===== config.mk =====
export PLATFORM = sky130hd
export DESIGN_NAME = activ4_driver
export DESIGN_NICKNAME = d
export VERILOG_FILES = /design/src/rtl/activ4_pkg.sv /design/src/rtl/activ4_route.sv /design/src/rtl/activ4_driver.sv
export SDC_FILE = /design/constraint.sdc
export NUM_CORES = 1
export LEC_CHECK = 0
export ABC_AREA = 0
export CELL_PAD_IN_SITES_DETAIL_PLACEMENT = 1
export CELL_PAD_IN_SITES_GLOBAL_PLACEMENT = 1
export CORE_MARGIN = 5
export CORE_UTILIZATION = 39
export DETAILED_ROUTE_END_ITERATION = 7
export PLACE_DENSITY_LB_ADDON = 0.1
export SYNTH_ARGS = -nofsm -noshare
export SYNTH_HDL_FRONTEND = slang
export SYNTH_HIERARCHICAL = 1
export SYNTH_SLANG_ARGS = --single-unit

===== constraint.sdc =====
create_clock -name clk -period 3.2 [get_ports clk]
set_clock_uncertainty 0.05 [all_clocks]
set_input_delay 0.48 -clock clk [delete_from_list [all_inputs] [get_ports clk]]
set_output_delay 0.48 -clock clk [all_outputs]
set_load 0.005 [all_outputs]

===== src/rtl/activ4_pkg.sv =====
// Shared definitions for the Activity 4 machine driver: state encoding,
// machine transition function and the precomputed shortest-route table.
package activ4_pkg;

    typedef enum logic [2:0] {S0, S1, S2, S3, S4, S5, S6, S7} statetype;

    // ROUTE_X0/ROUTE_X1 carry the next x bit in bit 0.
    typedef enum logic [1:0] {
        ROUTE_X0 = 2'd0,
        ROUTE_X1 = 2'd1,
        ARRIVED  = 2'd2,
        UNREACH  = 2'd3
    } route_t;

    typedef enum logic [1:0] {IDLE, DRIVE, RESP} drv_state_t;

    function automatic statetype next_state(input statetype state, input logic x);
        next_state = S0;
        case (state)
            S0: if (x) next_state = S1; else next_state = S5;
            S1: if (x) next_state = S2; else next_state = S3;
            S2: if (x) next_state = S4; else next_state = S5;
            S3: if (x) next_state = S2; else next_state = S3;
            S4: if (x) next_state = S2; else next_state = S3;
            S5: if (x) next_state = S1; else next_state = S5;
            S6: if (x) next_state = S7; else next_state = S6;
            S7: if (x) next_state = S0; else next_state = S6;
            default: next_state = S0;
        endcase
    endfunction

    // Indexed [current][target]. Paths through S0 are never used, which keeps
    // every reachable target within three steps; ties go to x=0.
    localparam route_t ROUTE_TABLE [8][8] = '{
        '{ARRIVED, ROUTE_X1, ROUTE_X1, ROUTE_X1, ROUTE_X1, ROUTE_X0, UNREACH,  UNREACH},
        '{UNREACH, ARRIVED,  ROUTE_X1, ROUTE_X0, ROUTE_X1, ROUTE_X1, UNREACH,  UNREACH},
        '{UNREACH, ROUTE_X0, ARRIVED,  ROUTE_X1, ROUTE_X1, ROUTE_X0, UNREACH,  UNREACH},
        '{UNREACH, ROUTE_X1, ROUTE_X1, ARRIVED,  ROUTE_X1, ROUTE_X1, UNREACH,  UNREACH},
        '{UNREACH, ROUTE_X1, ROUTE_X1, ROUTE_X0, ARRIVED,  ROUTE_X1, UNREACH,  UNREACH},
        '{UNREACH, ROUTE_X1, ROUTE_X1, ROUTE_X1, ROUTE_X1, ARRIVED,  UNREACH,  UNREACH},
        '{UNREACH, UNREACH,  UNREACH,  UNREACH,  UNREACH,  UNREACH,  ARRIVED,  ROUTE_X1},
        '{UNREACH, UNREACH,  UNREACH,  UNREACH,  UNREACH,  UNREACH,  ROUTE_X0, ARRIVED}
    };

endpackage


===== src/rtl/activ4_route.sv =====
// Combinational route lookup: first x bit of a shortest path from cur to tgt,
// or ARRIVED / UNREACH.
module activ4_route
    import activ4_pkg::*;
(
    input  statetype cur,
    input  statetype tgt,
    output route_t   route
);

    assign route = ROUTE_TABLE[cur][tgt];

endmodule


===== src/rtl/activ4_driver.sv =====
// Steers the Activity 4 machine to a requested state via x_out while tracking it
// with a shadow model. Optional y_in cross-check: define ACTIV4_SYNC_CHECK_EN.
module activ4_driver
    import activ4_pkg::*;
(
    input  logic       clk,
    input  logic       reset,
    input  logic       req_valid,
    output logic       req_ready,
    input  logic [2:0] req_target,
    output logic       rsp_valid,
    output logic       rsp_ok,
    output logic [1:0] rsp_steps,
    output logic       x_out,
    input  logic       y_in,
    output logic [2:0] shadow_state,
    output logic       sync_err
);

    // Handshake: a request transfers on a cycle with req_valid && req_ready
    // (ready only in IDLE); the requester holds it until then. rsp_valid is a
    // single-cycle pulse with no back-pressure; rsp_ok/rsp_steps hold afterwards.

    drv_state_t state_q, state_d;
    statetype   shadow_q, shadow_d;
    statetype   tgt_q, tgt_d;
    statetype   eff_tgt;
    logic [1:0] cnt_q, cnt_d, eff_cnt;
    logic [1:0] steps_q, steps_d;
    logic       ok_q, ok_d;
    logic       evaluate;
    route_t     route;

    // In the accept cycle the route is taken straight from the request.
    assign eff_tgt = (state_q == IDLE) ? statetype'(req_target) : tgt_q;
    assign eff_cnt = (state_q == IDLE) ? 2'd0 : cnt_q;

    activ4_route u_route (
        .cur   (shadow_q),
        .tgt   (eff_tgt),
        .route (route)
    );

    always_comb begin
        state_d   = state_q;
        tgt_d     = tgt_q;
        cnt_d     = cnt_q;
        ok_d      = ok_q;
        steps_d   = steps_q;
        x_out     = 1'b0;
        req_ready = 1'b0;
        rsp_valid = 1'b0;
        evaluate  = 1'b0;
        case (state_q)
            IDLE: begin
                req_ready = 1'b1;
                if (req_valid) begin
                    evaluate = 1'b1;
                    tgt_d    = statetype'(req_target);
                end
            end
            DRIVE: evaluate = 1'b1;
            RESP: begin
                rsp_valid = 1'b1;
                state_d   = IDLE;
            end
            default: state_d = IDLE;
        endcase
        if (evaluate) begin
            case (route)
                ROUTE_X0, ROUTE_X1: begin
                    x_out   = (route == ROUTE_X1);
                    cnt_d   = eff_cnt + 2'd1;
                    state_d = DRIVE;
                end
                ARRIVED: begin
                    ok_d    = 1'b1;
                    steps_d = eff_cnt;
                    state_d = RESP;
                end
                default: begin
                    ok_d    = 1'b0;
                    steps_d = 2'd0;
                    state_d = RESP;
                end
            endcase
        end
    end

    always_comb begin
        shadow_d = next_state(shadow_q, x_out);
    end

    always_ff @(posedge clk or posedge reset) begin
        if (reset) begin
            state_q  <= IDLE;
            shadow_q <= S0;
            tgt_q    <= S0;
            cnt_q    <= 2'd0;
            ok_q     <= 1'b0;
            steps_q  <= 2'd0;
        end else begin
            state_q  <= state_d;
            shadow_q <= shadow_d;
            tgt_q    <= tgt_d;
            cnt_q    <= cnt_d;
            ok_q     <= ok_d;
            steps_q  <= steps_d;
        end
    end

    assign rsp_ok       = ok_q;
    assign rsp_steps    = steps_q;
    assign shadow_state = shadow_q;

`ifdef ACTIV4_SYNC_CHECK_EN
    logic sync_err_q, sync_err_d;

    // The machine's y is 1 exactly in S0, so it must agree with the shadow.
    assign sync_err_d = sync_err_q | (y_in != (shadow_q == S0));

    always_ff @(posedge clk or posedge reset) begin
        if (reset) begin
            sync_err_q <= 1'b0;
        end else begin
            sync_err_q <= sync_err_d;
        end
    end

    assign sync_err = sync_err_q;
`else
    logic unused_y_in;

    assign unused_y_in = y_in;
    assign sync_err    = 1'b0;
`endif

endmodule


==> key figures <==
Status
  • Outcome: finished, final reports clean

Run
  • # Max-Cap Violations: 0

Synthesis
  • Post-synth EDFFs: 0
  • Post-synthesis compound-gate area fraction: 0.197
  • Multiplexer area fraction after synthesis: 0.140
  • Count leader, synth: dfrtp_1
  • Largest family of logic cells by synthesized area: compound AO/OA/AOI/OAI gates
  • Cell taking the most area after synthesis: dfrtp_1
  • Top cell type's share of synthesized area: 0.340
  • Synthesized cell area: 957 sq um
  • Synth Register Bits: 13
  • Adder-cell share of the synthesized area: 0.0915
  • Yosys warns: 6
  • Cells after Synth: 94
  • Ys async rst share: 1.00
  • Syn avg cell area: 10.2 sq um
  • Post-synthesis xor/xnor area fraction: 0
  • Commonest cells post-synth: dfrtp_1, inv_1, ha_1, mux2_2, o21ai_0
  • Mapped Nets: 108
  • Simple-gate share of the synthesized area: 0.162
  • Synth cell types: 38
  • Ys flop type: dfrtp_1
  • Top post-synthesis cells by area: dfrtp_1, ha_1, mux2_2
  • Seq/Total Area, Yosys: 0.340

Clock tree
  • CTS tree: built
  • Max H-tree Level: 1
  • Clk_lat worst skew: 280 ps
  • CTS clk-pin slew, worst paths: 90 ps
  • Number of buffers created by CTS: 3
  • Clock sink count: 13
  • Buffer depth of the longest clock path: 2
  • Clock Tree Root: clkbuf_4

Routing
  • Vias: 811
  • First-pass DRT Iterations: 4
  • DRT iter0 DRCs: 14
  • Post-route antenna net violation count: 0
  • DRC Markers: 0
  • Drt total wl: 2.44 mm
  • Drt wl/cell: 16.3 microns
  • Number of vias per cell: 5.41

Final layout
  • Layout cell share with drive strength beyond 1: 0.275
  • Synth-to-Final Area Change: 28.8%
  • Diodes inserted: 0
  • Non-filler cells, final: 150
  • Nets: 135
  • Final Core Density: 0.511

Power
  • Peak supply drop: 0.442 mV
  • PD cells: 1050 nW/um^2
  • Leakage: 0.574 nW

Floorplan
  • Die Area: 3550 sq um
  • Initial core utilization: 0.397
  • Row Count: 18
  • Die Y-Extent: 59.5 microns
  • Core area: 2410 sq um
  • Num ports: 17
  • Die X-Extent: 59.5 microns

Placement
  • Place WS: -129 ps
  • Placed insts: 144
  • Placer Congestion: 0.829
  • DP HPWL: 1.80 mm
  • I/O Buffers: 14

Timing
  • Final Max Tran Viols: 0
  • Final setup viols: 0
  • Final hold vios: 0
  • Final worst setup slack: 99.4 ps
  • RSZ-0062 raised after global routing: no
  • Tcrit/Tclk final: 0.969
  • Worst Tran Pin Value: 539 ps
  • Tmin final: 3100 ps
  • Relative slew slack: 0.640
  • Maximum clock rate: 323 MHz
  • Final hold slack: 470 ps

Global route
  • Aggregate global-route resource usage: 0.159
  • Antenna violations before repair: 0
  • Vias in the first global route: 896
  • Largest net degree at the start of global routing: 15
  • GR Overflow Total: 0
  • First-pass GRT wire length: 4.28 mm

Setup path
  • CP required: 2670 ps
  • Worst-path fanout max: 5
  • Startpoint Class: flop
  • WS Path Type: flop to primary output
  • Endpoint class of the critical path: primary output
  • Worst Path Arrival: 2570 ps

Min path
  • Hold WC Path Type: flop to flop
kinds of logic after synthesis:
kind of cell / Yosys count
buffers and inverters: 13
AOI/OAI and AO/OA: 24
muxes: 12
DFF: 13
and+or+nand+nor: 24
other: 1
adders and majority gates: 7
through the flow:
| step | power (mW) | TNS, ps | area [sq um] |
|---|---|---|---|
| after floorplan | 0.817 | 0 | 957 |
| after global placement | 1.11 | -133 | 1180 |
| after detailed placement | 1.14 | -129 | 1180 |
| after CTS | 1.28 | 0 | 1220 |
| after global routing | 1.40 | 0 | 1230 |
| final | 1.29 | 0 | 1230 |
worst paths after layout:
kind	to	start	cells after the start	slack, ps
max	x_out	state_q[0]	9	100
min in group asynchronous	rsp_steps[0]	reset	2	480
min	rsp_ok	rsp_ok	2	470
max in group asynchronous	state_q[1]	reset	2	2240
min reg2reg	rsp_ok	rsp_ok	2	470
max reg2reg	rsp_steps[1]	state_q[0]	12	320
per-layer routing:
layer / track usage / wire length [microns] / share of wire
met2: 0.265 / 1140 / 0.47
met5: 0 / 0 / 0
met3: 0.0414 / 111 / 0.045
met1: 0.204 / 1160 / 0.48
met4: 0.0380 / 22 / 0.0090
cells in the final DEF (no fill, tap or decap), drive strengths merged, types with 3 or more instances in the layout:
| cell | instances |
|---|---|
| clkdlybuf4s50 | 13 |
| dfrtp | 13 |
| buf | 12 |
| inv | 9 |
| mux2 | 8 |
| ha | 7 |
| o21ai | 6 |
| nor2 | 6 |
| mux2i | 4 |
| clkbuf | 4 |
| nand3 | 3 |
| nand2 | 3 |
| nor3 | 3 |
flip-flops by register name (all words and copies together) (netlist names):
signal	flops
rsp_steps	2
rsp_ok	1
state_q	2
shadow_state	3
tgt_q	3
cnt_q	2
worst max-delay path, cell delays in order, from the launching register on:
cell,delay (ps)
dfrtp_1,420
nor2_4,160
mux2_4,350
buf_4,160
mux2_4,290
or3_1,310
o2bb2ai_1,130
nand3_1,130
nor3_2,70
dlygate4sd2_1,270
layout make-up:
cell class,instances,area [sq um]
Inverter,9,33.8
Sequential cell,13,327
Clock buffer,4,26.3
Timing Repair Buffer,26,229
Tap cell,30,37.5
Fill cell,274,1180
Multi-Input combinational cell,68,579
power breakdown:
group	internal, mW	switching [mW]
clock network	0.0484	0.0631
logic	0.449	0.433
registers	0.233	0.0618
total	0.730	0.558
repair_timing:
action                                  4_1_cts  5_1_grt
setup buffers                                 1        1
hold buffers                                  0        0
pin swaps                                     3        2
gates resized for setup                       5        0
endpoints found under the setup margin        1        1
No activity file was read; power rests on OpenSTA's default activity.
